File: src/rtl/taglist_gen_param.sv
// rtl/taglist_gen_param.sv - parametrised sequence-ROM scanner writing packed tag entries
module taglist_gen_param #(
  parameter int ADDR_W  = 10,
  parameter int SEQ_W   = 7,
  parameter int ROM_LAT = 2
) (
  input  logic              clk_50MHz,
  input  logic              reset,
  input  logic              start,
  input  logic [1:0]        rom_flags,
  output logic [ADDR_W-1:0] rom_addr,
  output logic [31:0]       ram_data,
  output logic [SEQ_W-1:0]  ram_addr,
  output logic              ram_we,
  output logic              busy,
  output logic              done,
  output logic [SEQ_W:0]    entry_count,
  output logic              wrap_err,
  output logic              seq_ovf
);

  typedef enum logic [1:0] {IDLE, SCAN, WRITE, DONE} state_t;

  localparam logic [ADDR_W-1:0] ADDR_MAX = '1;
  localparam logic [SEQ_W-1:0]  SEQ_MAX  = '1;

  state_t             state_q, state_d;
  logic [ADDR_W-1:0]  pipe_addr [ROM_LAT];
  logic [ROM_LAT-1:0] pipe_vld;
  logic [ADDR_W-1:0]  head_addr;
  logic               head_vld;
  logic [1:0]         head_flags;
  logic               issued_last;
  logic [ADDR_W-1:0]  seg_start;
  logic [ADDR_W-1:0]  end_q;
  logic               eof_q;
  logic [SEQ_W-1:0]   seq;
  logic               head_hit;
  logic               head_last;
  logic               seg_close;
  logic               kick;

  function automatic logic [31:0] pack_entry(input logic [SEQ_W-1:0]  s,
                                             input logic [ADDR_W-1:0] st,
                                             input logic [ADDR_W-1:0] en,
                                             input logic              e);
    logic [31:0] p;
    p = '0;
    p[0] = e;
    p[ADDR_W:1] = en;
    p[2*ADDR_W:ADDR_W+1] = st;
    p[2*ADDR_W+SEQ_W:2*ADDR_W+1] = s;
    return p;
  endfunction

  // The head stage pairs a returned address with the flags sampled for it.
  assign head_hit  = head_flags != 2'b00;
  assign head_last = head_addr == ADDR_MAX;
  assign seg_close = head_vld && (head_hit || head_last);
  assign kick      = start && (state_q == IDLE || state_q == DONE);

  assign ram_we = state_q == WRITE;
  assign busy   = state_q == SCAN || state_q == WRITE;
  assign done   = state_q == DONE;

  // Next-state decode: a closed segment costs exactly one WRITE cycle.
  always_comb begin
    state_d = state_q;
    case (state_q)
      IDLE, DONE: if (start) state_d = SCAN;
      SCAN:       if (seg_close) state_d = WRITE;
      WRITE:      state_d = (eof_q || seq == SEQ_MAX) ? DONE : SCAN;
      default:    state_d = IDLE;
    endcase
  end

  // State register.
  always_ff @(posedge clk_50MHz or negedge reset) begin
    if (!reset) state_q <= IDLE;
    else        state_q <= state_d;
  end

  // Address issue and read-latency pipeline; a closing segment flushes every in-flight read.
  always_ff @(posedge clk_50MHz or negedge reset) begin
    if (!reset) begin
      rom_addr    <= '0;
      pipe_vld    <= '0;
      head_addr   <= '0;
      head_vld    <= 1'b0;
      head_flags  <= 2'b00;
      issued_last <= 1'b0;
      for (int i = 0; i < ROM_LAT; i++) pipe_addr[i] <= '0;
    end else if (kick) begin
      rom_addr    <= '0;
      pipe_vld    <= '0;
      head_vld    <= 1'b0;
      issued_last <= 1'b0;
    end else if (state_q == SCAN) begin
      if (seg_close) begin
        pipe_vld <= '0;
        head_vld <= 1'b0;
        if (head_hit) begin
          rom_addr    <= head_addr + 1'b1;
          issued_last <= head_last;
        end
      end else begin
        pipe_addr[0] <= rom_addr;
        pipe_vld[0]  <= !issued_last;
        for (int i = 1; i < ROM_LAT; i++) begin
          pipe_addr[i] <= pipe_addr[i-1];
          pipe_vld[i]  <= pipe_vld[i-1];
        end
        head_addr  <= pipe_addr[ROM_LAT-1];
        head_vld   <= pipe_vld[ROM_LAT-1];
        head_flags <= rom_flags;
        if (!issued_last) begin
          if (rom_addr == ADDR_MAX) issued_last <= 1'b1;
          else                      rom_addr    <= rom_addr + 1'b1;
        end
      end
    end
  end

  // Segment bookkeeping; a flag on the last ROM word also ends the scan so it never wraps to 0.
  always_ff @(posedge clk_50MHz or negedge reset) begin
    if (!reset) begin
      seg_start   <= '0;
      end_q       <= '0;
      eof_q       <= 1'b0;
      seq         <= '0;
      ram_data    <= '0;
      ram_addr    <= '0;
      entry_count <= '0;
      wrap_err    <= 1'b0;
      seq_ovf     <= 1'b0;
    end else if (kick) begin
      seg_start   <= '0;
      seq         <= SEQ_W'(1);
      ram_addr    <= '0;
      entry_count <= '0;
      wrap_err    <= 1'b0;
      seq_ovf     <= 1'b0;
    end else if (state_q == SCAN && seg_close) begin
      end_q    <= head_addr;
      eof_q    <= head_flags[0] | head_last;
      wrap_err <= !head_hit;
      ram_data <= pack_entry(seq, seg_start, head_addr, head_flags[0] | head_last);
    end else if (state_q == WRITE) begin
      entry_count <= entry_count + 1'b1;
      ram_addr    <= ram_addr + 1'b1;
      seg_start   <= end_q + 1'b1;
      seq         <= seq + 1'b1;
      if (!eof_q && seq == SEQ_MAX) seq_ovf <= 1'b1;
    end
  end

endmodule

File: config.mk
export PLATFORM = sky130hd
export DESIGN_NAME = taglist_gen_param
export DESIGN_NICKNAME = d
export VERILOG_FILES = /design/src/rtl/taglist_gen_param.sv
export SDC_FILE = /design/constraint.sdc
export NUM_CORES = 1
export LEC_CHECK = 0
export CELL_PAD_IN_SITES_DETAIL_PLACEMENT = 1
export CELL_PAD_IN_SITES_GLOBAL_PLACEMENT = 1
export CORE_UTILIZATION = 40
export DETAILED_ROUTE_END_ITERATION = 8
export GPL_ROUTABILITY_DRIVEN = 0
export GPL_TIMING_DRIVEN = 0
export PLACE_DENSITY = 0.84
export SYNTH_ARGS = -nofsm -noshare
export SYNTH_HDL_FRONTEND = slang
export SYNTH_SLANG_ARGS = --single-unit
File: constraint.sdc
create_clock -name clk_50MHz -period 2.85 [get_ports clk_50MHz]
set_clock_uncertainty 0.15 [all_clocks]
set_input_delay 0.7125 -clock clk_50MHz [delete_from_list [all_inputs] [get_ports clk_50MHz]]
set_output_delay 0.7125 -clock clk_50MHz [all_outputs]
set_load 0.01 [all_outputs]
# Word-level counts from Yosys, hierarchy flattened
# Cells that the tools add are included.
# Widths: inputs -> output; s select.
[word_totals]
wordCells = 104
in_bits = 5
reg_bits = 121
[classes]
addsub = 6
n_mux = 40
n_reduce_logical = 25
eq_ne = 12
bitwise = 3
[ops]
columns = ["operator", "n"]
rows = [
  ["$mux 10", 9],
  ["$mux 7", 6],
  ["$add 10x1->10 const B", 3],
  ["$mux 8", 3],
  ["$eq 10x10->1 const B", 2],
  ["$mux 1", 15],
  ["$add 7x1->7 const B", 2],
  ["$mux 2", 6],
  ["$reduce_bool 2->1", 5],
  ["$add 8x1->8 const B", 1],
  ["$reduce_and 2->1", 4],
  ["$eq 7x7->1 const B", 1],
  ["$ne 2x2->1 const B", 3],
  ["$pmux 2 s3", 1],
  ["$reduce_and 3->1", 2],
  ["$eq 2x2->1 const B", 2],
  ["$logic_and 1x1->1", 4],
  ["$logic_or 1x1->1", 4],
  ["$reduce_and 4->1", 1],
  ["$logic_not 1->1", 3],
  ["$ne 3x1->1 const B", 1],
  ["$ne 3x2->1 const B", 1],
  ["$ne 3x3->1 const B", 1],
  ["$eq 2x1->1 const B", 1],
  ["4 further kinds", 5],
]

# Longest topological paths before layout
# Gate-level depths: netlist of the first run.
[logic_depth]
word_depth = 6
ltp_mapped = 15
depth_no_buf = 11

# Worst setup path before layout of the first run
# OpenSTA, ideal clock, no wires.
[synth_timing]
kind = "flip-flop to flip-flop"
startpoint = "register head_addr[3]"
endpoint = "register rom_addr[8]"
required_time_ns = 2.578
synth_period_minus_slack_ns = 2.985
path_buffers = 4
t_arrival_ns = 2.713
path_stages_with_launch = 16
slack_ns = -0.135
path_cell_list = "dfrtp_1 and3_4 buf_6 and4_4 buf_6 nor2_4 buf_2 nand2_1 nand2_1 ha_1 clkbuf_1 and3_1 nand3_1 or3_1 a21o_1 a32o_1"
[synth_between]
elab_chain_len = 6
word_cells_on_any_way = 12
[synth_lines]
columns = ["element", "line", "text"]
rows = [
  ["from (decl)", "30", "logic [ADDR_W-1:0] head_addr;"],
  ["from (signal assigned)", "113", "head_addr <= pipe_addr[ROM_LAT-1];"],
  ["parallel branches: the longest is 6 deep, another holds $add 10x1->10", "n/a", ""],
  ["to (signal assigned)", "103", "rom_addr <= head_addr + 1'b1;"],
  ["to (signal assigned)", "118", "else rom_addr <= rom_addr + 1'b1;"],
  ["to (decl)", "11", "output logic [ADDR_W-1:0] rom_addr,"],
]
# Several ways; the timed one is not identified. The select of a mux whose other input is x is not followed.
# A chain may end at the register's enable or synchronous reset.

# Worst setup path after layout of the first run
[layout_timing]
startpoint = "register head_addr[1]"
endpoint = "register rom_addr[8]"
# Same word-level chain as after synthesis.

==> flow_metrics.env, run 1 <==
export IMPL_die_y_um=118
export IMPL_period_share_pct=96.9
export IMPL_powerDensity_nw_per_um2=892
export IMPL_start_util_pct=41.0
export IMPL_end_kind="flip-flop"
export IMPL_vdd_ir_drop_max_mv=0.532
export IMPL_async_flop_share_pct=100
export IMPL_final_nets=601
export IMPL_die_area_um2=14000
export IMPL_cp_startpoint="head_addr[1]$_DFFE_PN0P_"
export IMPL_synth_top_cell_area_share_pct=50.9
export IMPL_synth_flop_cell="dfrtp_1"
export IMPL_internal_power_mw=3.90
export IMPL_yosysWarnings=0
export IMPL_cts_root_buffer="clkbuf_16"
export IMPL_yosysSeqAreaShare_pct=50.9
export IMPL_cp_required_ns=2.95
export IMPL_cp_slowest_cell="dfrtp_2"
export IMPL_fill_cells=1404
export IMPL_first_pass_iters=4
export IMPL_ys_types=58
export IMPL_reg2reg_from="head_addr[1]$_DFFE_PN0P_"
export IMPL_avgViaCountPerCell=5.75
export IMPL_grt_antenna_before_repair=0
export IMPL_netlist_area_um2=5410
export IMPL_vias=4418
export IMPL_max_stage_delay_ns=0.44
export IMPL_final_layout_size_suffix_gt1_share_pct=25.3
export IMPL_dp_slack_ns=-0.416
export IMPL_dieWidth_um=118
export IMPL_syn_inst=492
export IMPL_crit_chain="and3_4, and4_4, nor2_4, buf_6, nand2_1, nand2_1, ha_2, clkbuf_8, and3_4, nand3_4, or3_4, a21o_1, a32o_2"
export IMPL_drt_wirelength_per_cell_um=19.9
export IMPL_grt_ovfl_total=0
export IMPL_htreeDepth=3
export IMPL_num_antenna_cells=0
export IMPL_status="complete, no violations"
export IMPL_p_comb_share_pct=39.2
export IMPL_cap_violations=0
export IMPL_clock_sinks=110
export IMPL_worst_slew_pin_slew_ns=0.758
export IMPL_post_cts_hold_buffer_count=0
export IMPL_fin_tns_setup_ns=0
export IMPL_critPathLaunchType="flip-flop"
export IMPL_drt_iter0_drc=298
export IMPL_postRouteAntennaNets=0
export IMPL_grt_start_max_net_pins=58
export IMPL_critPathArrivalTime_ns=2.86
export IMPL_power_leakage_nw=2.98
export IMPL_path_class="reg -> reg"
export IMPL_ys_ff_latch=110
export IMPL_avgSynthCellArea_um2=11.0
export IMPL_max_freq_mhz=362
export IMPL_syn_to_final_growth_pct=26.7
export IMPL_hold_viol=0
export IMPL_io_pins=67
export IMPL_clockBufferDepth=2
export IMPL_synth_edf_count=0
export IMPL_critPathMaxFanout=4
export IMPL_cts_made_buffers=9
export IMPL_hold_path_class="in -> async"
export IMPL_post_dp_cell_area_um2=6290
export IMPL_final_max_slew_viol_count=0
export IMPL_wl_um=15300
export IMPL_period_needed_ns=2.76
export IMPL_ys_top_cells_by_area="dfrtp_1, mux2_2, a21oi_1, nand3_1, nand2_1"
export IMPL_hpwlAfterDp_um=10600
export IMPL_yosysTopAreaCell="dfrtp_1"
export IMPL_core_area_um2=13200
export IMPL_slew_headroom_pct=49.5
export IMPL_rows=42
export IMPL_fin_util_pct=52.0
export IMPL_final_cell_area_um2=6850
export IMPL_clkPwrFrac_pct=23.6
export IMPL_grt_pass1_wl_um=25300
export IMPL_clkSlewWorstSetupHoldPaths_ns=0.07
export IMPL_grt_total_usage_pct=23.2
export IMPL_grt_pass1_vias=4612
export IMPL_p_switching_mw=2.21
export IMPL_cts_tree="built"
export IMPL_drc=0
export IMPL_finalSetupViolCount=0
export IMPL_port_buffers=62
export IMPL_seqPwrFrac_pct=37.3
export IMPL_fin_ws_ns=0.0884
export IMPL_sw_frac_of_total_pct=36.1
export IMPL_insertion_delay_ns=0.37
[synthesized netlist by cell type (3+ instances only)]
cell type    n
a211oi_1    10
or3_1        6
a31o_2       7
clkbuf_1    12
nor2_1      18
nand3_1     28
buf_4       10
buf_2        7
ha_1         9
and2_1       3
mux2_1       3
nand4_1      6
mux2_2      57
o21ai_0     15
nand2_1     36
and3_1       9
a31oi_1     11
a21oi_1     34
nand2b_1    10
xnor2_1      6
xor2_1       8
dfrtp_1    110
mux2i_1     11
inv_1       12
o22ai_1      5
nor4_1       4
nor3_1       7
[area by class of cell]
type,instances,area (µm²),share of cell area [%]
inverter,12,45.0,0.657
timing repair buffer,84,803,11.7
clock inverter,6,110,1.61
sequential,110,2760,40.3
tap,176,220,3.21
multi-input combinational,341,2510,36.6
buffer,29,178,2.59
clock buffer,10,229,3.34
[final timing paths]
kind	to	slack, ns	depth (start not counted)
setup / recovery	rom_addr[8]$_DFFE_PN0P_	0.09	13
hold / removal	ram_addr[5]$_DFFE_PN0P_	0.27	1
setup reg to reg	rom_addr[8]$_DFFE_PN0P_	0.09	13
hold reg to reg	ram_data[11]$_DFFE_PN0P_	0.35	1
max in group asynchronous	head_addr[4]$_DFFE_PN0P_	1.53	2
min in group clk_50MHz	ram_data[11]$_DFFE_PN0P_	0.35	1
[flip-flops by register name (all words and copies together), names as in the netlist, 2 cells and up]
| name | flops |
|---|---|
| state_q | 2 |
| seq | 7 |
| entry_count | 8 |
| head_flags | 2 |
| head_addr | 10 |
| pipe_vld | 2 |
| rom_addr | 10 |
| ram_data | 19 |
| pipe_addr | 20 |
| seg_start | 10 |
| ram_addr | 7 |
| end_q | 9 |
[power groups by stage]
stage          registers, mW  logic, mW  clock network [mW]
2_1_floorplan           2.23       1.40                   0
3_3_place_gp            2.26       2.15                   0
3_5_place_dp            2.29       2.26                   0
4_1_cts                 2.28       2.34                1.47
5_1_grt                 2.33       2.60                1.52
6_report                2.28       2.39                1.44
[per-layer routing]
layer	vias to the layer above	wire [µm]	GRT usage, %
li1	1969	-	-
met1	2296	6280	28.1
met2	127	8020	40.7
met3	26	701	5.55
met4	0	312	6.73
met5	-	0	0
[logic make-up after synthesis]
| logic type | Yosys count | share of synthesized area (%) |
|---|---|---|
| xor+xnor | 14 | 2.27 |
| other cells | 1 | 0.0693 |
| simple gates | 140 | 13.7 |
| fa+ha+maj | 9 | 2.08 |
| mux | 71 | 14.5 |
| buf+inv | 44 | 4.19 |
| flops | 110 | 50.9 |
| compound gates | 103 | 12.3 |
[layout by cell type, fill, tap and decap left out, types with 7 or more instances in the layout]
cell type,Yosys,routed
xor2_1,8,8
buf_4,10,32
a211oi_1,10,10
nor3_1,7,7
clkbuf_1,12,11
nand2_1,36,33
a31o_2,7,7
ha_1,9,8
a21oi_1,34,34
nor2_1,18,18
mux2_2,57,57
inv_1,12,12
clkbuf_16,0,9
a31oi_1,11,11
dfrtp_1,110,103
nand2b_1,10,10
clkdlybuf4s50_1,0,61
o21ai_0,15,15
mux2i_1,11,11
dfrtp_2,0,7
nand3_1,28,27
and3_1,9,7
[worst max-delay path, delay by kind of cell (launching register included)]
family                   cells  cell delay (ns)
buffers and inverters        2             0.24
adder cells (fa/ha/maj)      1             0.17
AND/OR/NAND/NOR              8             1.28
flip-flops                   1             0.44
AO/OA/AOI/OAI                2             0.38
[per-stage QoR]
step | cells | hold WS [ns] | total power, mW
floorplan | 495 | 0.267 | 3.63
global placement | 733 | 0.321 | 4.40
detailed placement | 734 | 0.333 | 4.56
CTS | 761 | 0.293 | 6.08
global route | 768 | 0.335 | 6.46
finish | 768 | 0.270 | 6.11
[what timing repair did]
action | CTS | global route
pin swaps | 6 | 9
setup endpoints to repair | 2 | 25
buffers inserted | 14 | 7
gates resized for setup | 22 | 6
cloned | 0 | 0
(Power assumes the default switching activity.)
==> run 2, diff against run 1 <==
- CORE_MARGIN: unset -> 2
==> run 2 against run 1 <==
  * The run now ends with negative setup slack left
  * Register-to-register slack worse by 0.13 ns
  * Combinational power hardly changed
  * Wire length is 0.16% higher
  * Sequential share of layout area is 0.31 points higher
  * Power is 3.4% lower
  * Largest cell class unchanged
  * Highest routed layer unchanged
==> flow_metrics.env, run 2 (synthesized netlist as in run 1, its figures left out) <==
export IMPL_status="finished with violations"
export IMPL_violations="negative setup slack"
export IMPL_cts_root_buffer="clkbuf_16"
export IMPL_avgViaCountPerCell=5.70
export IMPL_hold_viol=0
export IMPL_path_class="reg -> reg"
export IMPL_power_leakage_nw=2.97
export IMPL_grt_total_usage_pct=22.1
export IMPL_end_kind="flip-flop"
export IMPL_cp_slowest_cell="or3_4"
export IMPL_slew_headroom_pct=55.9
export IMPL_internal_power_mw=3.73
export IMPL_fin_ws_ns=-0.0380
export IMPL_final_max_slew_viol_count=0
export IMPL_final_layout_size_suffix_gt1_share_pct=25.5
export IMPL_layout_commonest_cell="dfrtp_1"
export IMPL_post_cts_hold_buffer_count=0
export IMPL_critPathArrivalTime_ns=2.98
export IMPL_grt_antenna_before_repair=0
export IMPL_max_stage_delay_ns=0.39
export IMPL_syn_to_final_growth_pct=25.8
export IMPL_drc=0
export IMPL_num_antenna_cells=0
export IMPL_cts_made_buffers=9
export IMPL_fin_tns_setup_ns=-0.0380
export IMPL_max_freq_mhz=346
export IMPL_start_util_pct=40.8
export IMPL_cp_required_ns=2.94
export IMPL_hold_path_class="in -> async"
export IMPL_first_pass_iters=4
export IMPL_grt_pass1_wl_um=25100
export IMPL_rrSetupSlack_ns=-0.04
export IMPL_seqPwrFrac_pct=38.4
export IMPL_clockBufferDepth=2
export IMPL_worst_slew_pin_slew_ns=0.656
export IMPL_place_inst=734
export IMPL_cts_tree="built"
export IMPL_critPathMaxFanout=5
export IMPL_vias=4377
export IMPL_core_area_um2=13200
export IMPL_power_mw=5.90
export IMPL_io_pins=67
export IMPL_drt_iter0_drc=233
export IMPL_r2r_cells=13
export IMPL_sw_frac_of_total_pct=36.8
export IMPL_clkSlewWorstSetupHoldPaths_ns=0.07
export IMPL_cp_startpoint="head_addr[7]$_DFFE_PN0P_"
export IMPL_final_cell_mix="dfrtp_1, clkdlybuf4s50_1, mux2_2, nand2_1, a21oi_1"
export IMPL_powerDensity_nw_per_um2=867
export IMPL_timing_hold_ws_ns=0.176
export IMPL_port_buffers=62
export IMPL_crit_end="rom_addr[8]$_DFFE_PN0P_"
export IMPL_timing_rr_end="rom_addr[8]$_DFFE_PN0P_"
export IMPL_cap_violations=0
export IMPL_largest_register="pipe_addr"
export IMPL_hpwlAfterDp_um=10100
export IMPL_clkPwrFrac_pct=21.2
export IMPL_insertion_delay_ns=0.36
export IMPL_finalSetupViolCount=1
export IMPL_crit_chain="and4_4, nand4_1, buf_6, nand2_4, nand2_1, nand2_1, ha_2, clkbuf_8, and3_4, nand3_2, or3_4, a21o_1, a32o_2"
export IMPL_grt_pass1_vias=4696
export IMPL_dieWidth_um=120
export IMPL_period_share_pct=101
export IMPL_die_y_um=120
export IMPL_crit_top_cell="nand2_1"
export IMPL_final_nets=601
export IMPL_wl_um=15300
export IMPL_grt_start_max_net_pins=74
export IMPL_postRouteAntennaNets=0
export IMPL_p_switching_mw=2.17
export IMPL_reg2reg_from="head_addr[7]$_DFFE_PN0P_"
export IMPL_fill_cells=1411
export IMPL_top_regs="pipe_addr x20, ram_data x19"
export IMPL_critPathLaunchType="flip-flop"
export IMPL_htreeDepth=3
export IMPL_largest_reg_flops=20
export IMPL_period_needed_ns=2.89
export IMPL_instances_no_fill=768
export IMPL_clock_sinks=110
export IMPL_grt_ovfl_total=0
export IMPL_rsz0062_at_grt="yes"
export IMPL_die_area_um2=14500
export IMPL_rows=42
export IMPL_p_comb_share_pct=40.3
export IMPL_drt_wirelength_per_cell_um=20.0
export IMPL_vdd_ir_drop_max_mv=0.611
[run 2: worst min-delay path by stage]
stage                            endpoint  slack [ns]  cells past startpoint
3_3_place_gp    pipe_addr[16]$_DFFE_PN0P_        0.32                      1
4_1_cts           ram_addr[5]$_DFFE_PN0P_        0.19                      1
2_1_floorplan        end_q[0]$_DFFE_PN0P_        0.27                      0
5_1_grt        entry_count[4]$_DFFE_PN0P_        0.20                      1
3_5_place_dp     head_addr[9]$_DFFE_PN0P_        0.34                      1
6_report       entry_count[4]$_DFFE_PN0P_        0.18                      1
[run 2: area by class of cell]
type	count	area, µm²	share of cell area (%)
plain buffers	29	178	2.61
clock inverters	2	13.8	0.202
flip-flops and latches	110	2760	40.6
repair buffers	84	803	11.8
inverters	12	45.0	0.662
multi-input cells	341	2500	36.7
clock buffers	14	284	4.17
well taps	176	220	3.24
[run 2: metrics by stage]
step	setup slack, ns	cell area, µm²	util (%)
after detailed placement	-0.374	6290	47.5
final	-0.0380	6810	51.4
after CTS	0.00318	6740	50.9
after floorplan	0.00132	5430	-
after global placement	-3.22	6270	47.3
after global routing	-0.157	6810	51.4
[run 2: critical path, delay by kind of cell (launching register included)]
family,cells,cell delay (ns)
DFF,1,0.37
adders and majority gates,1,0.17
AOI/OAI and AO/OA,2,0.40
and+or+nand+nor,8,1.36
buffers and inverters,2,0.31
[run 2: metal layers]
layer	up-vias	global-route usage [%]	share of wire, %
li1	1961	-	-
met1	2253	27.0	41
met2	133	39.1	52
met3	30	4.67	4.7
met4	0	6.76	2.0
met5	-	0	0
[run 2: power by group through the flow]
stage / sequential (mW) / clock, mW / combinational (mW)
6_report: 2.27 / 1.25 / 2.38
5_1_grt: 2.32 / 1.34 / 2.58
4_1_cts: 2.26 / 1.28 / 2.34
3_5_place_dp: 2.29 / 0 / 2.23
3_3_place_gp: 2.26 / 0 / 2.14
2_1_floorplan: 2.23 / 0 / 1.40
[run 2: what timing repair did]
| item | CTS | global route |
|---|---|---|
| pin swaps | 6 | 3 |
| setup buffers | 16 | 5 |
| setup endpoints to repair | 3 | 26 |
| resized for setup | 22 | 7 |
==> run 3, diff against run 2 <==
- REMOVE_ABC_BUFFERS: unset -> 1
==> run 3 against run 2 <==
  * First-iteration DRC count shrank 15%
  * The run now ends clean
  * Core utilization shrank 0.60 points
  * Power rose by 1.4%
  * Non-clock buffer count fell by 30
==> flow_metrics.env, run 3 (synthesized netlist as in run 1, its figures left out) <==
export IMPL_crit_chain="and3_2, and4_4, nor2_4, mux2_4, ha_4, and3_1, nand3_2, or3_4, a21o_1, a32o_1"
export IMPL_critPathBufInv=0
export IMPL_cap_violations=0
export IMPL_core_area_um2=13200
export IMPL_cp_required_ns=2.95
export IMPL_power_leakage_nw=2.88
export IMPL_period_needed_ns=2.81
export IMPL_top_regs="pipe_addr x20, ram_data x19"
export IMPL_io_pins=67
export IMPL_grt_antenna_before_repair=0
export IMPL_powerDensity_nw_per_um2=890
export IMPL_largest_reg_flops=20
export IMPL_final_nets=573
export IMPL_hold_path_class="in -> async"
export IMPL_hold_viol=0
export IMPL_slew_headroom_pct=29.6
export IMPL_grt_ovfl_total=0
export IMPL_critPathArrivalTime_ns=2.91
export IMPL_path_class="reg -> reg"
export IMPL_clockBufferDepth=2
export IMPL_fill_cells=1430
export IMPL_max_freq_mhz=356
export IMPL_timing_hold_ws_ns=0.187
export IMPL_seqPwrFrac_pct=38.2
export IMPL_crit_family="simple AND/OR/NAND/NOR gates"
export IMPL_grt_start_max_net_pins=71
export IMPL_cp_slowest_cell="dfrtp_2"
export IMPL_dieWidth_um=120
export IMPL_wl_um=14500
export IMPL_htreeDepth=3
export IMPL_die_area_um2=14500
export IMPL_worst_slew_pin_slew_ns=1.06
export IMPL_timing_rr_end="rom_addr[8]$_DFFE_PN0P_"
export IMPL_cts_made_buffers=9
export IMPL_internal_power_mw=3.80
export IMPL_vias=4238
export IMPL_rows=42
export IMPL_final_layout_size_suffix_gt1_share_pct=24.3
export IMPL_drt_iter0_drc=199
export IMPL_first_pass_iters=4
export IMPL_r2r_cells=10
export IMPL_fin_tns_setup_ns=0
export IMPL_rrSetupSlack_ns=0.04
export IMPL_p_switching_mw=2.19
export IMPL_final_cell_mix="dfrtp_1, clkdlybuf4s50_1, mux2_2, nand2_1, a21oi_1"
export IMPL_syn_to_final_growth_pct=24.4
export IMPL_finalSetupViolCount=0
export IMPL_period_share_pct=98.6
export IMPL_grt_total_usage_pct=20.3
export IMPL_grt_pass1_vias=4423
export IMPL_drt_wirelength_per_cell_um=19.5
export IMPL_critPathLaunchType="flip-flop"
export IMPL_port_buffers=62
export IMPL_clkSlewWorstSetupHoldPaths_ns=0.07
export IMPL_status="complete, no violations"
export IMPL_multiInputGateArea_um2=2570
export IMPL_max_stage_delay_ns=0.46
export IMPL_post_cts_hold_buffer_count=0
export IMPL_hpwlAfterDp_um=8980
export IMPL_clkPwrFrac_pct=22.8
export IMPL_clock_sinks=110
export IMPL_die_y_um=120
export IMPL_p_comb_share_pct=39.0
export IMPL_grt_pass1_wl_um=23200
export IMPL_cts_tree="built"
export IMPL_critPathMaxFanout=7
export IMPL_avgViaCountPerCell=5.73
export IMPL_insertion_delay_ns=0.36
export IMPL_end_kind="flip-flop"
export IMPL_layout_commonest_cell="dfrtp_1"
export IMPL_final_max_slew_viol_count=0
export IMPL_num_antenna_cells=0
export IMPL_seq_area_um2=2760
export IMPL_largest_register="pipe_addr"
export IMPL_cts_root_buffer="clkbuf_16"
export IMPL_postRouteAntennaNets=0
export IMPL_start_util_pct=40.8
export IMPL_drc=0
export IMPL_sw_frac_of_total_pct=36.6
export IMPL_vdd_ir_drop_max_mv=0.580
export IMPL_reg2reg_from="head_addr[1]$_DFFE_PN0P_"
## run 3: area by class of cell
| cell class | count | area share [%] |
|---|---|---|
| Timing Repair Buffer | 83 | 12.0 |
| Sequential cell | 110 | 41.1 |
| Clock inverter | 7 | 1.45 |
| Inverter | 12 | 0.670 |
| Tap cell | 176 | 3.27 |
| Multi-Input combinational cell | 343 | 38.2 |
| Clock buffer | 9 | 3.35 |
## run 3: metrics by stage
step	util (%)	instance area, µm²	instances	setup WS (ns)	total power [mW]
3_3_place_gp	45.9	6080	701	-3.22	4.25
2_1_floorplan	-	5240	463	-0.812	3.52
3_5_place_dp	46.2	6120	702	-1.07	4.38
6_report	50.8	6730	740	0.0396	5.99
5_1_grt	50.8	6730	740	-0.0377	6.34
4_1_cts	49.6	6570	726	-0.0610	5.90
## run 3: routing by layer
metal,track usage [%],share of wire [%],up-vias
met4,5.60,1.6,0
met3,5.14,4.6,25
met2,34.6,52,107
met5,0,0,-
met1,25.9,42,2192
li1,-,-,1914
## run 3: worst max path at each step
stage	startpoint	end	depth (start not counted)
6_report	head_addr[1]$_DFFE_PN0P_	rom_addr[8]$_DFFE_PN0P_	10
5_1_grt	head_addr[2]$_DFFE_PN0P_	rom_addr[8]$_DFFE_PN0P_	11
4_1_cts	head_addr[2]$_DFFE_PN0P_	rom_addr[8]$_DFFE_PN0P_	10
3_5_place_dp	head_addr[6]$_DFFE_PN0P_	seq[2]$_DFFE_PN0P_	5
3_3_place_gp	reset	pipe_addr[14]$_DFFE_PN0P_	1
2_1_floorplan	state_q[0]$_DFFE_PN0P_	end_q[0]$_DFFE_PN0P_	6
## run 3: repair_timing
item / 4_1_cts / 5_1_grt
pin swaps: 3 / 1
gates resized for setup: 19 / 11
endpoints found under the hold margin: 0 / 0
cloned: 1 / 1
buffers inserted: 7 / 13
endpoints found under the setup margin: 100 / 31
## run 3: worst register-to-register path: cells and delay by family, from the launching register on
family          cells  cell delay [ns]
simple gates        6             1.35
flops               1             0.46
compound gates      2             0.36
mux                 1             0.21
fa+ha+maj           1             0.18
## run 3: power groups by stage
| stage | clock [mW] | combinational, mW | sequential, mW |
|---|---|---|---|
| global placement | 0 | 1.98 | 2.26 |
| finish | 1.36 | 2.34 | 2.29 |
| floorplan | 0 | 1.28 | 2.24 |
| detailed placement | 0 | 2.08 | 2.29 |
| CTS | 1.39 | 2.23 | 2.28 |
| global route | 1.46 | 2.54 | 2.34 |
